File: config.mk
export PLATFORM = sky130hd
export DESIGN_NAME = sw_test_status_tracker
export DESIGN_NICKNAME = d
export VERILOG_FILES = /design/src/rtl/sw_test_status_tracker.sv
export SDC_FILE = /design/constraint.sdc
export NUM_CORES = 1
export LEC_CHECK = 0
export BUFFER_PORTS_ARGS = -buffer_cell sky130_fd_sc_hd__buf_2
export CORE_ASPECT_RATIO = 1.4
export CORE_MARGIN = 3
export CORE_UTILIZATION = 50
export CTS_CLUSTER_SIZE = 30
export DETAILED_ROUTE_END_ITERATION = 10
export PLACE_DENSITY = 0.84
export SLEW_MARGIN = 20
export SYNTH_ARGS = -nofsm -noshare
export SYNTH_HDL_FRONTEND = slang
export SYNTH_SLANG_ARGS = --single-unit
File: constraint.sdc
create_clock -name clk_i -period 2.43 [get_ports clk_i]
set_clock_uncertainty 0.1 [all_clocks]
set_input_delay 0.486 -clock clk_i [delete_from_list [all_inputs] [get_ports clk_i]]
set_output_delay 0.486 -clock clk_i [all_outputs]
set_load 0.005 [all_outputs]
File: src/rtl/sw_test_status_tracker.sv
// Per-core tracker for the SW test status word: decodes writes into a lifecycle state,
// flags illegal transitions and stalled cores, and reduces all cores to done/pass flags.
module sw_test_status_tracker #(
    parameter int unsigned NumCores      = 2,
    parameter int unsigned StatusW       = 16,
    parameter int unsigned TimeoutW      = 32,
    parameter int unsigned TimeoutCycles = 1_000_000
) (
    input  logic                        clk_i,
    input  logic                        rst_ni,
    input  logic [NumCores-1:0]         status_valid_i,
    input  logic [NumCores*StatusW-1:0] status_data_i,
    input  logic                        clear_i,
    output logic [NumCores*3-1:0]       state_o,
    output logic [NumCores-1:0]         err_illegal_o,
    output logic [NumCores-1:0]         timeout_o,
    output logic                        done_o,
    output logic                        all_passed_o
);

    typedef enum logic [2:0] {
        StUnderReset = 3'd0,
        StBooted     = 3'd1,
        StInRom      = 3'd2,
        StInTest     = 3'd3,
        StInWfi      = 3'd4,
        StPassed     = 3'd5,
        StFailed     = 3'd6
    } state_e;

    localparam bit                  WatchdogOn = (TimeoutCycles != 0);
    localparam logic [TimeoutW-1:0] ExpireAt   = WatchdogOn ? TimeoutW'(TimeoutCycles - 1) : '0;

    state_e              r_state      [NumCores];
    logic [TimeoutW-1:0] r_cnt        [NumCores];
    logic [NumCores-1:0] r_errIllegal;
    logic [NumCores-1:0] r_timeout;

    state_e              w_nextState  [NumCores];
    logic [TimeoutW-1:0] w_nextCnt    [NumCores];
    logic [NumCores-1:0] w_nextErr;
    logic [NumCores-1:0] w_nextTimeout;

    // A code is only recognised when every bit above the low 16 is zero.
    function automatic logic isKnown(input logic [StatusW-1:0] word);
        logic [StatusW-1:0] upper;
        upper       = word;
        upper[15:0] = '0;
        if (upper != '0) return 1'b0;
        case (word[15:0])
            16'h0000, 16'hb004, 16'hb090, 16'h4354,
            16'h1d1e, 16'h900d, 16'hbaad: return 1'b1;
            default:                      return 1'b0;
        endcase
    endfunction

    function automatic state_e toState(input logic [15:0] code);
        case (code)
            16'h0000: return StUnderReset;
            16'hb004: return StBooted;
            16'hb090: return StInRom;
            16'h4354: return StInTest;
            16'h1d1e: return StInWfi;
            16'h900d: return StPassed;
            default:  return StFailed;
        endcase
    endfunction

    function automatic logic isLegal(input state_e cur, input state_e nxt);
        if (nxt == StFailed) return 1'b1;
        case (cur)
            StUnderReset: return nxt == StBooted;
            StBooted:     return nxt == StInRom;
            StInRom:      return (nxt == StInTest) || (nxt == StPassed);
            StInTest:     return (nxt == StInWfi)  || (nxt == StPassed);
            StInWfi:      return (nxt == StInTest) || (nxt == StPassed);
            default:      return 1'b0;
        endcase
    endfunction

    function automatic logic isTerminal(input state_e s);
        return (s == StPassed) || (s == StFailed);
    endfunction

    function automatic logic isCounting(input state_e s);
        return (s == StBooted) || (s == StInRom) || (s == StInTest);
    endfunction

    always_ff @(posedge clk_i or negedge rst_ni) begin
        if (!rst_ni) begin
            for (int k = 0; k < NumCores; k++) begin
                r_state[k] <= StUnderReset;
                r_cnt[k]   <= '0;
            end
            r_errIllegal <= '0;
            r_timeout    <= '0;
        end else begin
            for (int k = 0; k < NumCores; k++) begin
                r_state[k] <= w_nextState[k];
                r_cnt[k]   <= w_nextCnt[k];
            end
            r_errIllegal <= w_nextErr;
            r_timeout    <= w_nextTimeout;
        end
    end

    // Clear beats writes, writes beat watchdog expiry, terminal states freeze everything.
    always_comb begin
        w_nextErr     = r_errIllegal;
        w_nextTimeout = r_timeout;
        for (int k = 0; k < NumCores; k++) begin
            w_nextState[k] = r_state[k];
            w_nextCnt[k]   = r_cnt[k];
            if (clear_i) begin
                w_nextState[k]   = StUnderReset;
                w_nextCnt[k]     = '0;
                w_nextErr[k]     = 1'b0;
                w_nextTimeout[k] = 1'b0;
            end else if (isTerminal(r_state[k])) begin
                w_nextState[k] = r_state[k];
            end else if (status_valid_i[k]) begin
                w_nextCnt[k] = '0;
                if (!isKnown(status_data_i[k*StatusW +: StatusW])) begin
                    w_nextState[k] = StFailed;
                    w_nextErr[k]   = 1'b1;
                end else if (toState(status_data_i[k*StatusW +: 16]) == r_state[k]) begin
                    w_nextState[k] = r_state[k];
                end else if (isLegal(r_state[k], toState(status_data_i[k*StatusW +: 16]))) begin
                    w_nextState[k] = toState(status_data_i[k*StatusW +: 16]);
                end else begin
                    w_nextState[k] = StFailed;
                    w_nextErr[k]   = 1'b1;
                end
            end else if (isCounting(r_state[k])) begin
                if (WatchdogOn && (r_cnt[k] == ExpireAt)) begin
                    w_nextState[k]   = StFailed;
                    w_nextTimeout[k] = 1'b1;
                end else if (r_cnt[k] != '1) begin
                    w_nextCnt[k] = r_cnt[k] + TimeoutW'(1);
                end
            end
        end
    end

    always_comb begin
        state_o       = '0;
        done_o        = 1'b1;
        all_passed_o  = 1'b1;
        err_illegal_o = r_errIllegal;
        timeout_o     = r_timeout;
        for (int k = 0; k < NumCores; k++) begin
            state_o[k*3 +: 3] = r_state[k];
            done_o            = done_o & isTerminal(r_state[k]);
            all_passed_o      = all_passed_o & (r_state[k] == StPassed);
        end
    end

endmodule

Word-level counts from Yosys, hierarchy flattened:

Cells that the tools add are included.

* add/sub/neg operators: 2
* eq/ne operators: 54
* multiplexer cells: 106
* bitwise logic cells: 2
* reductions and logical operators: 38

Operators by type and width (count)
* $mux W32: 12
* $eq A16 B16 Y1 const B: 8
* $mux W3: 34
* $add A32 B1 Y32 const B: 2
* $eq A32 B20 Y1 const B: 2
* $ne A32 B32 Y1 const B: 2
* $mux W1: 56
* $eq A3 B3 Y1 const B: 12
* $pmux W3 S6: 2
* $eq A16 B13 Y1 const B: 2
* $eq A16 B15 Y1 const B: 2
* $logic_not A16 Y1: 2
* $reduce_and A4 Y1: 8
* $eq A3 B2 Y1 const B: 8
* $ne A3 B3 Y1 const B: 6
* $reduce_bool A3 Y1: 6
* $reduce_or A7 Y1: 2
* $eq A3 B1 Y1 const B: 4
* $reduce_bool A2 Y1: 6
* $logic_or A1 B1 Y1: 10
* $ne A4 B4 Y1 const B: 2
* $pmux W1 S4: 2
* $eq A3 B3 Y1: 2
* $logic_not A3 Y1: 2
* other kinds (4): 8

* register bits: 74
* input port bits: 37
* output and inout bits: 12
* logic and storage cells: 210

Longest topological paths before layout:

* depth after elaboration: 35
* depth in mapped cells: 10
* gate-level depth less buffers: 9

Worst setup path before layout:

Ideal clock, no wire load.

* kind: input -> register
* start point: input port status_data_i[4]
* end point: register r_state (netlist bit state_o[2])
* arrival time: 2322 ps
* data required time: 2208 ps
* slack: -113 ps
* cell stages on the path: 8
* path through: or4_4 -> nand2b_1 -> nor3_2 -> o21ai_1 -> o2bb2a_4 -> o2111ai_2 -> a22o_1 -> a32o_1

* longest elaborated chain between the ends: 26

RTL lines
* start, declared: RTL line 12 `input logic [NumCores*StatusW-1:0] status_data_i,`
* $eq A16 B16 Y1, or another cell as far along: RTL line 50, 58
* $pmux W3 S6: RTL line 58 `case (code)`
* $mux W3: RTL line 126 `end else if (toState(status_data_i[k*StatusW +: 16]) == r_state[k]) begin`
* $mux W3: RTL line 123 `if (!isKnown(status_data_i[k*StatusW +: StatusW])) begin`
* $mux W3: RTL line 121 `end else if (status_valid_i[k]) begin`
* $mux W3: RTL line 119 `end else if (isTerminal(r_state[k])) begin`
* $mux W3: RTL line 114 `if (clear_i) begin`
* $eq A3 B3 Y1: RTL line 70 `if (nxt == StFailed) return 1'b1;`
* [10 not listed]
* $mux W1: RTL line 119
* $mux W1: RTL line 114
* $mux W3: RTL line 128 `end else if (isLegal(r_state[k], toState(status_data_i[k*StatusW +: 16]))) begin`
* $mux W3: RTL line 126
* $mux W3: RTL line 123
* $mux W3: RTL line 121
* $mux W3: RTL line 119
* $mux W3: RTL line 114
* end signal, assigned by index: RTL line 92 `r_state[k] <= StUnderReset;`
* end signal, assigned by index: RTL line 99 `r_state[k] <= w_nextState[k];`
* end, declared: RTL line 34 `state_e r_state [NumCores];`

Parallel ways exist; a longest one is shown, timed or not. The select of a mux whose other input is x is not followed.
A chain may end at the register's enable or synchronous reset.

Worst setup path in the final report:

* start point: input port status_data_i[19]
* end point: register r_errIllegal[1] (netlist: err_illegal_o[1])

* longest elaborated chain between the ends: 22

RTL lines
* $eq A16 B16 Y1, or another cell as far along: RTL line 50, 58
* $pmux W3 S6: RTL line 58
* $mux W3: RTL line 126
* $mux W3: RTL line 123
* $mux W3: RTL line 121
* $mux W3: RTL line 119
* $mux W3: RTL line 114
* $eq A3 B3 Y1: RTL line 70
* [6 not listed]
* $mux W1: RTL line 71 `case (cur)`
* $mux W1: RTL line 126
* $mux W1: RTL line 123
* $mux W1: RTL line 121
* $mux W1: RTL line 119
* $mux W1: RTL line 114
* $ne A3 B3 Y1 (no source line)
* $reduce_and A4 Y1 (no source line)
* end signal, assigned: RTL line 102 `r_errIllegal <= w_nextErr;`
* end, declared: RTL line 36 `logic [NumCores-1:0] r_errIllegal;`

Parallel ways exist; a longest one is shown, timed or not. The select of a mux whose other input is x is not followed.

==> flow_metrics.tcl <==
set metrics [dict create \
    synthAdderAreaFrac_pct 0.524 \
    syn-num-nets 596 \
    port_buffers 48 \
    pin_count 49 \
    synth_commonest_cells "101 x nor2_1, 74 x dfrtp_1, 39 x nand2_1" \
    cp-end-kind "register" \
    fp.dieH_um 122 \
    fin_nets 735 \
    status "complete, but fails checks" \
    place.gp.congestion 0.890 \
    finalNonFillerCells 808 \
    drt_iter0_markers 314 \
    placed_cells 780 \
    synth-xor-area-share_pct 11.2 \
    vias 5042 \
    fmax_mhz 398 \
    grt_pass1_wl_um 22300 \
    yosysUniqueCellTypes 63 \
    avgSynthCellArea_sq_um 8.57 \
    start_kind "input pin" \
    synthSimpleGateAreaFrac_pct 35.9 \
    ant_nets 0 \
    violations "setup timing" \
    antenna_cells 0 \
    synth-seq-cells 74 \
    numClockSinks 74 \
    synth_edf_count 0 \
    synth_top_cell_by_area "dfrtp_1" \
    peakVddDrop_mv 0.336 \
    die_area_sq_mm 0.0108 \
    finalSetupViolCount 5 \
    clkLatencyLatePin_ns 0.33 \
    final_util_pct 70.0 \
    cp.arrival_ns 2.63 \
    r2r_slack_ns -0.05 \
    antenna_found_initial 0 \
    synth.area.top_cells "dfrtp_1 39%, nor2_1 7.9%, xor2_1 6.1%" \
    power_density_mw_per_mm2 460 \
    dpl_worst_slack_ns -0.350 \
    r2r_start "r_cnt[6]" \
    h-tree-depth 3 \
    cap_viol_max_count 0 \
    grt_usage_pct 25.5 \
    drc_errors 0 \
    die_w_um 88.6 \
    dr.pass1.iters 5 \
    worstMarginPinSlew_ns 0.588 \
    cts-root-buf "clkbuf_16" \
    grt_pass1_vias 5048 \
    finalHoldViolCount 0 \
    leakage_nw 2.73 \
    globalRoute.totalOverflow 0 \
    yosysTopAreaCellShare_pct 38.8 \
    wl_um 14300 \
    path_clk_slew_ns 0.06 \
    viasPerCell 6.24 \
    cp.required_ns 2.55 \
    final_layout_size_suffix_gt1_share_pct 30.7 \
    hp-class "in -> async" \
    critPathKind "in -> reg" \
    synth_flop_cell "dfrtp_1" \
    period_needed_ns 2.51 \
    cts_tree "built" \
    slew_violations 0 \
    wl_per_cell_um 17.7 \
    synthArstFlopShare_pct 100 \
    synth_compound_area_share_pct 10.7 \
    area_delta_synth_final_pct 34.7 \
    netlist_area_sq_mm 0.00477 \
    synth_top_family_by_area "simple AND/OR/NAND/NOR gates" \
    synth.most_common_cell "nor2_1" \
    relSlewSlack_pct 60.8 \
    rows 41 \
    worst_slack_ns -0.0824 \
    cp_max_fo 3 \
    fin_hold_ws_ns 0.0529 \
    yosysSeqAreaShare_pct 38.8 \
    fin_crit_sh_pct 103 \
    final-seq-area_sq_mm 0.00185 \
    ys_warn_count 0 \
    start_util_pct 52.0 \
    n_fill_cell 634 \
    grt_max_degree 51 \
    syn_inst 557 \
    timing.rr.end "state_o[4]" \
    setup-tns-final_ns -0.347 \
    multiInputGateArea_sq_mm 0.00307 \
    core_area_sq_mm 0.00918 \
    cts_buffer_depth 2 \
    grt_setup_unrepaired "true" \
    post-dp-hpwl_um 9470 \
    synth_mux_area_share_pct 0.210 \
    cts_buffers 9 \
    r2r_cells 7 \
]
cell usage in the layout, fill, tap and decap left out, types with 14 or more instances in the layout:
master,count
nor2_1,100
buf_4,94
dfrtp_1,74
buf_2,43
nand2_1,37
xor2_1,33
nand3_1,32
xnor2_1,27
nand4_1,23
inv_1,19
and3_1,14
power breakdown:
group          switching, mW  leakage (nW)  internal [mW]
registers             0.0162          1.03           1.24
clock network          0.521         0.141          0.822
logic                  0.201          1.56          0.154
total                  0.738          2.73           2.22
worst max-delay path: stages:
cell      delay, ns
buf_2          0.11
or4_1          0.56
nor4_2         0.37
a41oi_2        0.12
o221ai_2       0.21
a32oi_2        0.14
o32ai_2        0.28
a311oi_1       0.09
o31a_1         0.26
what timing repair did:
action                     CTS  global route
hold buffers                 0             0
resized for setup            7            43
setup buffers                0            12
setup endpoints to repair   13            40
pin swaps                    0            23
state kept, by name, summed over array words and instances, names as in the netlist:
signal,count
timeout_o,2
err_illegal_o,2
r_cnt,64
state_o,6
logic make-up after synthesis:
| kind of cell | count (synthesis) |
|---|---|
| fa+ha+maj | 2 |
| buf+inv | 34 |
| compound gates | 68 |
| flops | 74 |
| xor+xnor | 61 |
| simple gates | 317 |
| mux | 1 |
per-stage QoR:
stage               power (mW)  cell area [sq um]
global placement          1.58               5760
detailed placement        1.59               5760
floorplan                 1.40               4800
global route              3.07               6430
CTS                       2.93               6110
finish                    2.96               6430
layout make-up:
type	instances	share of cell area, %
inverters	19	1.11
well taps	107	2.08
multi-input cells	449	47.7
clock inverters	6	1.03
flip-flops and latches	74	28.8
clock buffers	10	3.72
repair buffers	143	15.5
routing by layer:
metal / part of all wire [%] / GRT usage, % / up-vias
met1: 37 / 28.5 / 2472
met2: 54 / 45.9 / 193
met5: 0 / 0 / -
li1: - / - / 2302
met3: 4.9 / 5.75 / 75
met4: 4.0 / 10.1 / 0
how the worst max path moves through the flow:
stage	from	to	cells past startpoint	slack [ns]
2_1_floorplan	status_data_i[27]	err_illegal_o[1]	8	-0.09
3_3_place_gp	status_data_i[4]	state_o[2]	8	-0.31
3_5_place_dp	status_data_i[4]	state_o[2]	8	-0.35
4_1_cts	r_cnt[0]	r_cnt[11]	10	0.004
5_1_grt	r_cnt[6]	state_o[4]	7	-0.19
6_report	status_data_i[19]	err_illegal_o[1]	9	-0.08
Power figures use the tool's default switching activity.
